**src/rtl/hazard_ctrl_pkg.sv**
```systemverilog
// ============================================================================
// Module : hazard_ctrl_pkg
// Brief  : MIPS opcode/funct constants, Tuse/Tnew constants, shadow record.
// Rev    : 1.0
// ============================================================================
`default_nettype none

package hazard_ctrl_pkg;

    localparam logic [5:0] OP_SPECIAL = 6'b000000;
    localparam logic [5:0] OP_JAL     = 6'b000011;
    localparam logic [5:0] OP_BEQ     = 6'b000100;
    localparam logic [5:0] OP_BNE     = 6'b000101;
    localparam logic [5:0] OP_ADDI    = 6'b001000;
    localparam logic [5:0] OP_ADDIU   = 6'b001001;
    localparam logic [5:0] OP_ORI     = 6'b001101;
    localparam logic [5:0] OP_LUI     = 6'b001111;
    localparam logic [5:0] OP_LW      = 6'b100011;
    localparam logic [5:0] OP_SW      = 6'b101011;

    localparam logic [5:0] FN_JR      = 6'b001000;
    localparam logic [5:0] FN_MFHI    = 6'b010000;
    localparam logic [5:0] FN_MTHI    = 6'b010001;
    localparam logic [5:0] FN_MFLO    = 6'b010010;
    localparam logic [5:0] FN_MTLO    = 6'b010011;
    localparam logic [5:0] FN_MULT    = 6'b011000;
    localparam logic [5:0] FN_MULTU   = 6'b011001;
    localparam logic [5:0] FN_DIV     = 6'b011010;
    localparam logic [5:0] FN_DIVU    = 6'b011011;
    localparam logic [5:0] FN_ADD     = 6'b100000;
    localparam logic [5:0] FN_ADDU    = 6'b100001;
    localparam logic [5:0] FN_SUB     = 6'b100010;
    localparam logic [5:0] FN_SUBU    = 6'b100011;
    localparam logic [5:0] FN_AND     = 6'b100100;
    localparam logic [5:0] FN_OR      = 6'b100101;
    localparam logic [5:0] FN_XOR     = 6'b100110;
    localparam logic [5:0] FN_NOR     = 6'b100111;
    localparam logic [5:0] FN_SLT     = 6'b101010;
    localparam logic [5:0] FN_SLTU    = 6'b101011;

    localparam logic [1:0] TUSE_0     = 2'd0;
    localparam logic [1:0] TUSE_1     = 2'd1;
    localparam logic [1:0] TUSE_2     = 2'd2;
    localparam logic [1:0] TUSE_NONE  = 2'd3;

    localparam logic [1:0] TNEW_0     = 2'd0;
    localparam logic [1:0] TNEW_ALU   = 2'd1;
    localparam logic [1:0] TNEW_LW    = 2'd2;

    typedef struct packed {
        logic [4:0] dst;
        logic [1:0] tnew;
        logic       md;
    } shadow_t;

    localparam shadow_t SHADOW_BUBBLE = '{dst: 5'd0, tnew: TNEW_0, md: 1'b0};

endpackage

`default_nettype wire

```
**src/rtl/hazard_ctrl_decode.sv**
```systemverilog
// ============================================================================
// Module : hazard_decode
// Brief  : Combinational IR -> {dst, Tnew, Tuse_rs, Tuse_rt, md, mdu_op}.
// Rev    : 1.0
// ============================================================================
`default_nettype none

module hazard_decode
    import hazard_ctrl_pkg::*;
(
    input  logic [31:0] ir_i,
    output logic [4:0]  rs_o,
    output logic [4:0]  rt_o,
    output logic [4:0]  dst_o,
    output logic [1:0]  tnew_o,
    output logic [1:0]  tuse_rs_o,
    output logic [1:0]  tuse_rt_o,
    output logic        md_o,
    output logic        md_div_o,
    output logic        mdu_op_o
);

    logic [5:0] op;
    logic [5:0] fn;
    logic [4:0] rd;
    logic       is_r, cal_r, cal_i, is_mfx, is_mtx, is_mul, is_div, is_br;
    logic       unused_shamt;

    assign op           = ir_i[31:26];
    assign fn           = ir_i[5:0];
    assign rs_o         = ir_i[25:21];
    assign rt_o         = ir_i[20:16];
    assign rd           = ir_i[15:11];
    assign unused_shamt = ^ir_i[10:6];

    assign is_r   = (op == OP_SPECIAL);
    // jr shares the special opcode but is deliberately excluded from cal_r
    assign cal_r  = is_r && (fn == FN_ADD || fn == FN_ADDU || fn == FN_SUB  || fn == FN_SUBU ||
                             fn == FN_AND || fn == FN_OR   || fn == FN_XOR  || fn == FN_NOR  ||
                             fn == FN_SLT || fn == FN_SLTU);
    assign cal_i  = (op == OP_ORI) || (op == OP_LUI) || (op == OP_ADDI) || (op == OP_ADDIU);
    assign is_mfx = is_r && (fn == FN_MFHI || fn == FN_MFLO);
    assign is_mtx = is_r && (fn == FN_MTHI || fn == FN_MTLO);
    assign is_mul = is_r && (fn == FN_MULT || fn == FN_MULTU);
    assign is_div = is_r && (fn == FN_DIV  || fn == FN_DIVU);
    assign is_br  = (op == OP_BEQ) || (op == OP_BNE);

    assign md_o     = is_mul || is_div;
    assign md_div_o = is_div;
    assign mdu_op_o = is_mul || is_div || is_mfx || is_mtx;

    always_comb begin
        dst_o     = 5'd0;
        tnew_o    = TNEW_0;
        tuse_rs_o = TUSE_NONE;
        tuse_rt_o = TUSE_NONE;

        if (cal_r || is_mfx) begin
            dst_o  = rd;
            tnew_o = TNEW_ALU;
        end else if (cal_i) begin
            dst_o  = rt_o;
            tnew_o = TNEW_ALU;
        end else if (op == OP_LW) begin
            dst_o  = rt_o;
            tnew_o = TNEW_LW;
        end else if (op == OP_JAL) begin
            dst_o  = 5'd31;
            tnew_o = TNEW_0;
        end

        if (is_br || (is_r && fn == FN_JR))
            tuse_rs_o = TUSE_0;
        else if (cal_r || cal_i || op == OP_LW || op == OP_SW || is_mul || is_div)
            tuse_rs_o = TUSE_1;

        if (is_br)
            tuse_rt_o = TUSE_0;
        else if (cal_r || is_mul || is_div)
            tuse_rt_o = TUSE_1;
        else if (op == OP_SW)
            tuse_rt_o = TUSE_2;
    end

endmodule

`default_nettype wire

```
**src/rtl/hazard_ctrl.sv**
```systemverilog
// ============================================================================
// Module : hazard_ctrl
// Brief  : D-stage stall unit (Tuse/Tnew) with E/M shadows and MDU busy tracker.
// Rev    : 1.0
// ============================================================================
`default_nettype none

module hazard_ctrl
    import hazard_ctrl_pkg::*;
#(
    parameter int MULT_LAT = 5,
    parameter int DIV_LAT  = 10,
    parameter int CNT_W    = 32
) (
    input  logic             clk,
    input  logic             reset,
    input  logic [31:0]      IR_D,
    output logic             stall,
    output logic             flush_E,
    output logic             mdu_busy,
    output logic [CNT_W-1:0] stall_count
);

    localparam int MC_W = $clog2(DIV_LAT + 1);

    logic [4:0] rs_w, rt_w, dst_w;
    logic [1:0] tnew_w, tuse_rs_w, tuse_rt_w;
    logic       md_w, md_div_w, mdu_op_w;

    hazard_decode u_decode (
        .ir_i      (IR_D),
        .rs_o      (rs_w),
        .rt_o      (rt_w),
        .dst_o     (dst_w),
        .tnew_o    (tnew_w),
        .tuse_rs_o (tuse_rs_w),
        .tuse_rt_o (tuse_rt_w),
        .md_o      (md_w),
        .md_div_o  (md_div_w),
        .mdu_op_o  (mdu_op_w)
    );

    shadow_t           e_q, e_d, m_q, m_d;
    logic              e_div_q, e_div_d;
    logic [MC_W-1:0]   mdu_cnt_q, mdu_cnt_d;
    logic [CNT_W-1:0]  stall_count_q, stall_count_d;
    logic              busy_raw, data_stall, stall_raw;

    function automatic logic hit(input logic [4:0] src, input logic [1:0] tuse,
                                 input shadow_t s);
        return (src != 5'd0) && (src == s.dst) && (tuse < s.tnew);
    endfunction

    assign busy_raw   = e_q.md || (mdu_cnt_q != '0);
    assign data_stall = hit(rs_w, tuse_rs_w, e_q) || hit(rt_w, tuse_rt_w, e_q) ||
                        hit(rs_w, tuse_rs_w, m_q) || hit(rt_w, tuse_rt_w, m_q);
    assign stall_raw  = data_stall || (mdu_op_w && busy_raw);

    // Outputs are forced low during reset so a hazard on IR_D cannot leak out
    assign stall       = stall_raw && !reset;
    assign flush_E     = stall;
    assign mdu_busy    = busy_raw && !reset;
    assign stall_count = stall_count_q;

    always_comb begin
        e_d     = SHADOW_BUBBLE;
        e_div_d = 1'b0;
        if (!stall) begin
            e_d     = '{dst: dst_w, tnew: tnew_w, md: md_w};
            e_div_d = md_div_w;
        end

        m_d      = e_q;
        m_d.tnew = (e_q.tnew == TNEW_0) ? TNEW_0 : (e_q.tnew - 2'd1);

        mdu_cnt_d = mdu_cnt_q;
        if (e_q.md)
            mdu_cnt_d = e_div_q ? MC_W'(DIV_LAT) : MC_W'(MULT_LAT);
        else if (mdu_cnt_q != '0)
            mdu_cnt_d = mdu_cnt_q - 1'b1;

        stall_count_d = stall_count_q;
        if (stall && (stall_count_q != '1))
            stall_count_d = stall_count_q + 1'b1;
    end

    always_ff @(posedge clk) begin
        if (reset) begin
            e_q           <= SHADOW_BUBBLE;
            e_div_q       <= 1'b0;
            m_q           <= SHADOW_BUBBLE;
            mdu_cnt_q     <= '0;
            stall_count_q <= '0;
        end else begin
            e_q           <= e_d;
            e_div_q       <= e_div_d;
            m_q           <= m_d;
            mdu_cnt_q     <= mdu_cnt_d;
            stall_count_q <= stall_count_d;
        end
    end

endmodule

`default_nettype wire

```
**config.mk**
```make
export PLATFORM = sky130hd
export DESIGN_NAME = hazard_ctrl
export DESIGN_NICKNAME = d
export VERILOG_FILES = /design/src/rtl/hazard_ctrl_pkg.sv /design/src/rtl/hazard_ctrl_decode.sv /design/src/rtl/hazard_ctrl.sv
export SDC_FILE = /design/constraint.sdc
export NUM_CORES = 1
export LEC_CHECK = 0
export CAP_MARGIN = 20
export CORE_ASPECT_RATIO = 0.9
export CORE_MARGIN = 2
export CORE_UTILIZATION = 45
export DETAILED_ROUTE_END_ITERATION = 8
export PLACE_DENSITY = 0.8
export SYNTH_ARGS = -nofsm -noshare
export SYNTH_HDL_FRONTEND = slang
export SYNTH_HIERARCHICAL = 1
export SYNTH_SLANG_ARGS = --single-unit
```
**constraint.sdc**
```tcl
create_clock -name clk -period 2.9 [get_ports clk]
set_input_delay 0.58 -clock clk [delete_from_list [all_inputs] [get_ports clk]]
set_output_delay 0.58 -clock clk [all_outputs]
set_load 0.05 [all_outputs]
```
# == Word-level counts from Yosys, hierarchy flattened ==
# Cells that the tools add are included.
# Widths: inputs -> output; s select.
# word_totals
out_inout_bits,35
inputBits,34
wordCells,126
regBits,52
# classes
order_cmp,4
reduce_logical,62
mux,15
eq_ne,33
addsub,3
# ops
operator,n
$eq 6x6->1 const B,12
$eq 6x5->1 const B,8
$logic_or 1x1->1,34
$add 32x1->32 const B,1
$ne 32x32->1 const B,1
$eq 6x4->1 const B,5
$eq 5x5->1,4
$mux 5,4
$logic_and 1x1->1,18
$eq 6x3->1 const B,2
$mux 4,3
$mux 2,5
$reduce_bool 5->1,2
$lt 2x2->1,4
$eq 6x2->1 const B,1
$logic_not 6->1,1
$reduce_bool 4->1,1
$reduce_or 2->1,2
$reduce_or 4->1,1
$sub 4x1->4 const B,1
$mux 1,3
$logic_not 2->1,1
$reduce_bool 2->1,1
$sub 2x1->2 const B,1
$logic_not 1->1,1

# == Longest topological paths before layout ==
# Gate-level depths: netlist of the first run.
# logic_depth
depth_word,26
mapped_depth,13
depth_no_buf,11

# == Hierarchy ==
# Netlist of the first run, hierarchy kept.
# by_module_without_submodules
module,cells_per_inst,n_inst,area_each_um2,seq_area_each_um2
hazard_ctrl,329,1,2826.5,1041.0
hazard_decode,54,1,415.4,0.0

# == Worst setup path before layout of the first run ==
# OpenSTA, ideal clock, no wires.
# synth_timing
path_type,in2out
startpoint,in IR_D[26]
endpoint,out stall
path_stages,11
required_time_ps,2320
slack_ps,-477
t_arrival_ps,2797
n_path_buf,1
cell_sequence,and2_0 > o21ai_0 > o21ai_0 > a211oi_1 > ha_1 > o21ai_0 > nand4_1 > a21oi_1 > o21bai_1 > nand2_1 > buf_4
# synth_via
elab_chain_cells,18
word_cells_on_any_way,49
classes_between,order compare (4); eq/ne (8); mux (5); reduce/logical (32)
# synth_lines
item,line_no,rtl
start: declaration,hazard_ctrl.sv:17,"input logic [31:0] IR_D,"
$eq 6x4->1,hazard_ctrl_decode.sv:41,assign cal_i = (op == OP_ORI) || (op == OP_LUI) || (op == OP_ADDI) || (op == OP_ADDIU);
$logic_or 1x1->1 (3 in a row),hazard_ctrl_decode.sv:41,
$logic_or 1x1->1 (5 in a row),hazard_ctrl_decode.sv:74,else if (cal_r || cal_i || op == OP_LW || op == OP_SW || is_mul || is_div)
$mux 2,hazard_ctrl_decode.sv:74,
$mux 2 (*),hazard_ctrl_decode.sv:72,if (is_br || (is_r && fn == FN_JR))
named net tuse_rs_w[1],hazard_ctrl.sv:27,"logic [1:0] tnew_w, tuse_rs_w, tuse_rt_w;"
$lt 2x2->1,hazard_ctrl.sv:51,return (src != 5'd0) && (src == s.dst) && (tuse < s.tnew);
$logic_and 1x1->1,hazard_ctrl.sv:51,
$logic_or 1x1->1,hazard_ctrl.sv:55,"assign data_stall = hit(rs_w, tuse_rs_w, e_q) || hit(rt_w, tuse_rt_w, e_q) ||"
$logic_or 1x1->1 (*),hazard_ctrl.sv:55,
$logic_or 1x1->1 (*),hazard_ctrl.sv:56,"hit(rs_w, tuse_rs_w, m_q) || hit(rt_w, tuse_rt_w, m_q);"
$logic_or 1x1->1 (*),hazard_ctrl.sv:57,assign stall_raw = data_stall || (mdu_op_w && busy_raw);
$logic_and 1x1->1 (*),hazard_ctrl.sv:60,assign stall = stall_raw && !reset;
end: declaration,hazard_ctrl.sv:18,"output logic stall,"
# Mark *: on every way through the listed nets, which the timed path passes. The rest lies on a longest branch.

# == Worst setup path in the final report of the first run ==
# layout_timing
startpoint,in IR_D[4]
endpoint,out flush_E
# layout_via
elab_chain_cells,25
word_cells_on_any_way,67
classes_between,order compare (4); eq/ne (19); mux (4); reduce/logical (40)
# layout_lines
item,line_no,rtl
$eq 6x6->1,hazard_ctrl_decode.sv:38,assign cal_r = is_r && (fn == FN_ADD || fn == FN_ADDU || fn == FN_SUB || fn == FN_SUBU ||
$logic_or 1x1->1 (4 in a row),hazard_ctrl_decode.sv:38,
$logic_or 1x1->1 (4 in a row),hazard_ctrl_decode.sv:39,fn == FN_AND || fn == FN_OR || fn == FN_XOR || fn == FN_NOR ||
$logic_or 1x1->1,hazard_ctrl_decode.sv:40,fn == FN_SLT || fn == FN_SLTU);
$logic_and 1x1->1,hazard_ctrl_decode.sv:38,
$logic_or 1x1->1 (5 in a row),hazard_ctrl_decode.sv:74,
$mux 2,hazard_ctrl_decode.sv:74,
$mux 2 (*),hazard_ctrl_decode.sv:72,
named net tuse_rs_w[1],hazard_ctrl.sv:27,
$lt 2x2->1,hazard_ctrl.sv:51,
$logic_and 1x1->1,hazard_ctrl.sv:51,
$logic_or 1x1->1,hazard_ctrl.sv:55,
$logic_or 1x1->1 (*),hazard_ctrl.sv:55,
$logic_or 1x1->1 (*),hazard_ctrl.sv:56,
$logic_or 1x1->1 (*),hazard_ctrl.sv:57,
$logic_and 1x1->1 (*),hazard_ctrl.sv:60,
end: declaration,hazard_ctrl.sv:19,"output logic flush_E,"
# Marked as above.

==> results of run 1 <==
==> flip-flops by register name (all words and copies together), names as in the netlist <==
register	flops
m_q	7
e_q	8
mdu_cnt_q	4
e_div_q	1
stall_count	32
==> what timing repair did <==
item	CTS	global route
pin swaps	72	40
gates resized for setup	75	73
cloned	4	0
endpoints found under the setup margin	43	34
buffers inserted	12	8
==> path summary, 6_finish.rpt <==
path                        from              end  depth (start not counted)
hold / removal            e_q[1]           m_q[1]                          1
setup reg to reg  stall_count[2]  stall_count[27]                          6
hold reg to reg           e_q[1]           m_q[1]                          1
setup / recovery         IR_D[4]          flush_E                         13
==> logic make-up after synthesis <==
group	synth area share, %
flops	32.1
xor+xnor	6.21
compound gates	14.8
fa+ha+maj	3.09
buf+inv	6.72
simple gates	34.5
mux	2.55
==> metal layers <==
metal / wire (um) / track usage [%] / up-vias
met1: 3970 / 28.5 / 1620
met5: 0 / 0 / -
met2: 4920 / 39.9 / 121
met4: 229 / 8.42 / 0
li1: - / - / 1608
met3: 463 / 3.77 / 23
==> stage by stage <==
stage	setup WS (ps)	power [uW]	area [sq um]
floorplan	13.8	1010	3280
global placement	-628	1140	4150
detailed placement	-736	1150	4150
CTS	-335	1690	4560
global route	-317	1800	4770
finish	-259	1710	4770
==> area by class of cell <==
type | count | area, sq um
multi-input cells | 290 | 2340
clock buffers | 6 | 82.6
inverters | 13 | 48.8
flip-flops and latches | 52 | 1040
fillers | 503 | 2230
repair buffers | 119 | 1110
well taps | 93 | 116
clock inverters | 2 | 38.8
==> power by group <==
group	internal (uW)	leakage, uW	switching (uW)
logic	190	0.00119	220
registers	743	0.000420	25.8
clock network	283	0.0000614	253
total	1220	0.00167	499
==> cells in the final DEF (no fill, tap or decap), drive strengths merged, types with 4 or more instances in the layout <==
cell type      count
nand2             14
nor4               9
mux2               6
o21ai             18
buf               63
dfxtp             52
and3               4
nor2              33
inv               13
ha                 8
nor4b              4
and2              14
nand3             14
xnor2              7
o31ai             16
clkbuf            13
nor3               9
nand4             17
or3               12
clkdlybuf4s50     48
a221o              5
nor3b              4
nor2b             14
or4               21
xor2              16
a21oi             31
==> impl_metrics.toml, run 1 <==
[global_routing]
grt_pass1_wl_um = 14900
grt_pass1_vias = 3243
grtUsageTotal_pct = 23.0
grt-ovfl-total = 0
antenna_found_initial = 0
grt_start_max_net_pins = 45

[place]
gp_congestion = 0.892
place_inst = 546
portBuffers = 63
hpwl_um = 6180

[worst_setup_path]
critPathBufInv = 3
r2r_slack_ps = 400
slowest_stage = "a211oi_4"
crit_family = "simple AND/OR/NAND/NOR gates"
startpoint_type = "input pin"
critPathCaptureType = "output port"
crit_required_ps = 2320
cpPeakStageDelay_ps = 290
critPathMaxFanout = 2
path_class = "input pin to output port"
path_cells = "buf_6 > buf_6 > and4bb_2 > nor3_4 > nor2_4 > a211oi_4 > ha_4 > o21ai_2 > nand4_1 > a21oi_2 > o21bai_2 > nand2_4 > buf_12"
cp_common_cell = "buf_6"
cp.arrival_ps = 2580

[detailed_routing]
drt-wirelength-per-cell_um = 16.7
via_per_inst = 5.86
antenna_left = 0
drc = 0
first_iter_violations = 171
wl_um = 9580
vias = 3372
firstDrtPassIters = 4

[yosys]
synthCells = 383
synth_most_common_cell = "dfxtp_1"
synth.distinct_cells = 51
avgSynthCellArea_sq_um = 8.46
syn-num-nets = 425
async_flop_share_pct = 0
synthTopCellsByArea = "dfxtp_1, or4_1, a21oi_1"
synth_top_area_share_pct = 32.1
synth-seq-area-share_pct = 32.1
synth_edf_count = 0
synthFlopType = "dfxtp_1"
synth_seq_cells = 52
syn_area_sq_mm = 0.00324
synth_common_cells = "dfxtp_1, nor2_1, a21oi_1"
yosys_warnings = 6
yosys.area.top_type = "dfxtp_1"

[timing]
max_slew.worst_pin.slew_ps = 599
hold_viol = 0
finalWorstSetupSlack_ps = -259
setup_viol = 23
fin_crit_sh_pct = 109
drv_slew = 0
fin_skew_ps = 12.1
whs_ps = 432
rsz0062_at_grt = "yes"
worst_slew_margin_rel_pct = 59.9
min_period_ps = 3160
fmax_mhz = 317
fin_tns_setup_ps = -1760

[final_layout]
diodes = 0
areaGrowthSynthToFinish_pct = 47.2
final_cells = 575
final_util_pct = 68.2
final_net_count = 523
drive_gt1_share_pct = 32.8

[clocking]
clockBufferDepth = 2
cts_buffers = 5
htreeDepth = 2
cts-hold-fix-buffers = 0
numClockSinks = 52
root_buffer = "clkbuf_8"
clk_latency_ps = 320
tritoncts = "yes"
path_clk_slew_ps = 90

[floorplan]
initial_core_util_pct = 46.3
fp.dieW_um = 93.5
die_area_sq_mm = 0.00790
dieHeight_um = 84.5
design.core.area_sq_mm = 0.00700
row_count = 29
pin_count = 69

[min_path]
min_path_type = "register to register"

[power_and_ir_drop]
irDropWorstVdd_v = 0.000250
power_leakage_uw = 0.00167
cellPowerDensity_mw_per_mm2 = 359

[outcome]
status = "finished with violations"
violations = "negative setup slack"

[run]
max_cap_viol_count = 0
Power figures use the tool's default switching activity.
==> run 2: changes to the inputs <==
--- a/config.mk
+++ b/config.mk
@@ -8,9 +8,9 @@
 export CAP_MARGIN = 20
 export CORE_ASPECT_RATIO = 0.9
 export CORE_MARGIN = 2
-export CORE_UTILIZATION = 45
+export CORE_UTILIZATION = 46
 export DETAILED_ROUTE_END_ITERATION = 8
-export PLACE_DENSITY = 0.8
+export PLACE_DENSITY = 0.81
 export SYNTH_ARGS = -nofsm -noshare
 export SYNTH_HDL_FRONTEND = slang
 export SYNTH_HIERARCHICAL = 1
==> run 2 against run 1 <==
The flow still finishes with violations (negative setup slack). Via count grew 1.6%. First-iteration DRC count shrank 1.8%. Sequential share of layout area is essentially flat. Wire length grew 1.0%. Power shrank 1.9%. Clock power shrank 5.0%. Global-route usage shrank 1.1 points. Utilization grew 0.75 points. Sequential power is essentially flat. Final area is essentially flat. Critical path depth is the same. Critical endpoint unchanged.
==> impl_metrics.toml, run 2 (same netlist as run 1, synthesis figures left out) <==
[outcome]
status = "finished with violations"
violations = "negative setup slack"

[global_routing]
grtUsageTotal_pct = 21.9
grt-ovfl-total = 0
grt_pass1_vias = 3146
antenna_found_initial = 0
grt_pass1_wl_um = 14100
grt_start_max_net_pins = 43

[floorplan]
initial_core_util_pct = 46.8
pin_count = 69
row_count = 29
fp.dieW_um = 92.5
die_area_sq_mm = 0.00774
design.core.area_sq_mm = 0.00693
dieHeight_um = 83.6

[worst_setup_path]
path_cells = "buf_6 > buf_6 > and4bb_2 > nor3_4 > nor2_4 > a211oi_4 > ha_1 > o21ai_2 > nand4_1 > a21oi_2 > o21bai_2 > nand2_4 > buf_12"
critPathMaxFanout = 2
slowest_stage = "ha_1"
critPathCaptureType = "output port"
startpoint_type = "input pin"
cpPeakStageDelay_ps = 280
cp_common_cell = "buf_6"
crit_required_ps = 2320
cp.arrival_ps = 2610
path_class = "input pin to output port"

[clocking]
root_buffer = "clkbuf_8"
clockBufferDepth = 2
tritoncts = "yes"
htreeDepth = 2
numClockSinks = 52
cts_buffers = 5
clk_latency_ps = 320
path_clk_slew_ps = 90

[run]
max_cap_viol_count = 0

[final_layout]
diodes = 0
final_cells = 573
mostFrequentLayoutCells = "dfxtp_1, clkdlybuf4s50_1, buf_4, nor2_1, a21oi_2"
drive_gt1_share_pct = 34.6
largest_reg_flops = 32
areaGrowthSynthToFinish_pct = 47.3
final_net_count = 521
finalInstanceArea_sq_mm = 0.00478
layout_commonest_cell = "dfxtp_1"
final_util_pct = 68.9

[power_and_ir_drop]
power_leakage_uw = 0.00170
irDropWorstVdd_v = 0.000255
seqPwrFrac_pct = 45.6
internal_power_uw = 1180
p_switching_uw = 497
switching_share_pct = 29.6
combPwrFrac_pct = 24.1
p_clk_share_pct = 30.3
cellPowerDensity_mw_per_mm2 = 352

[timing]
rsz0062_at_grt = "yes"
finalWorstSetupSlack_ps = -286
fin_tns_setup_ps = -2450
fmax_mhz = 314
setup_viol = 30
hold_viol = 0
min_period_ps = 3190
worst_slew_margin_rel_pct = 64.2
fin_skew_ps = 12.8
fin_crit_sh_pct = 110
max_slew.worst_pin.slew_ps = 537
drv_slew = 0

[detailed_routing]
via_per_inst = 5.98
drc = 0
drt-wirelength-per-cell_um = 16.9
wl_um = 9680
firstDrtPassIters = 5
first_iter_violations = 168
vias = 3427
antenna_left = 0

[place]
portBuffers = 63
place_inst = 546
dpl_cell_area_sq_mm = 0.00417
gp_congestion = 0.881
hpwl_um = 6120

[min_path]
min_path_type = "register to register"
run 2: timing repair:
action,in CTS,in global routing
setup buffers,9,7
pin swaps,31,71
hold buffers,0,0
gates resized for setup,56,90
setup endpoints to repair,43,34
cloned,3,0
run 2: metrics by stage:
step	power, uW	hold slack (ps)	setup WS (ps)
3_5_place_dp	1150	413	-769
6_report	1680	422	-286
4_1_cts	1660	426	-301
2_1_floorplan	1010	397	13.8
5_1_grt	1750	440	-377
3_3_place_gp	1140	404	-624
run 2: path summary, 6_finish.rpt:
path                   start        endpoint  slack [ps]  cells after the start
min                   e_q[1]          m_q[1]         420                      1
max                  IR_D[4]         flush_E        -290                     13
max reg2reg  stall_count[14]  stall_count[8]         350                      7
min reg2reg           e_q[1]          m_q[1]         420                      1
run 2: cell type report:
| type | instances | area (sq um) |
|---|---|---|
| Clock inverter | 2 | 35.0 |
| Clock buffer | 6 | 72.6 |
| Timing Repair Buffer | 117 | 1080 |
| Multi-Input combinational cell | 290 | 2380 |
| Sequential cell | 52 | 1040 |
| Tap cell | 93 | 116 |
| Inverter | 13 | 48.8 |
| Fill cell | 482 | 2150 |
run 2: per-layer routing:
layer | share of wire (%) | global-route usage, %
met5 | 0 | 0
met3 | 5.7 | 3.79
met2 | 51 | 38.2
met4 | 3.8 | 9.50
met1 | 40 | 26.4
run 2: critical path, delay by kind of cell:
kind                     cells  cell delay [ps]
AO/OA/AOI/OAI                4              640
AND/OR/NAND/NOR              5              810
adder cells (fa/ha/maj)      1              280
buffers and inverters        3              290
run 2: power by group through the flow:
stage,Clock (uW),Combinational (uW),Sequential (uW)
2_1_floorplan,0,234,778
3_3_place_gp,0,356,782
3_5_place_dp,0,367,783
4_1_cts,512,380,767
5_1_grt,537,440,771
6_report,509,406,767
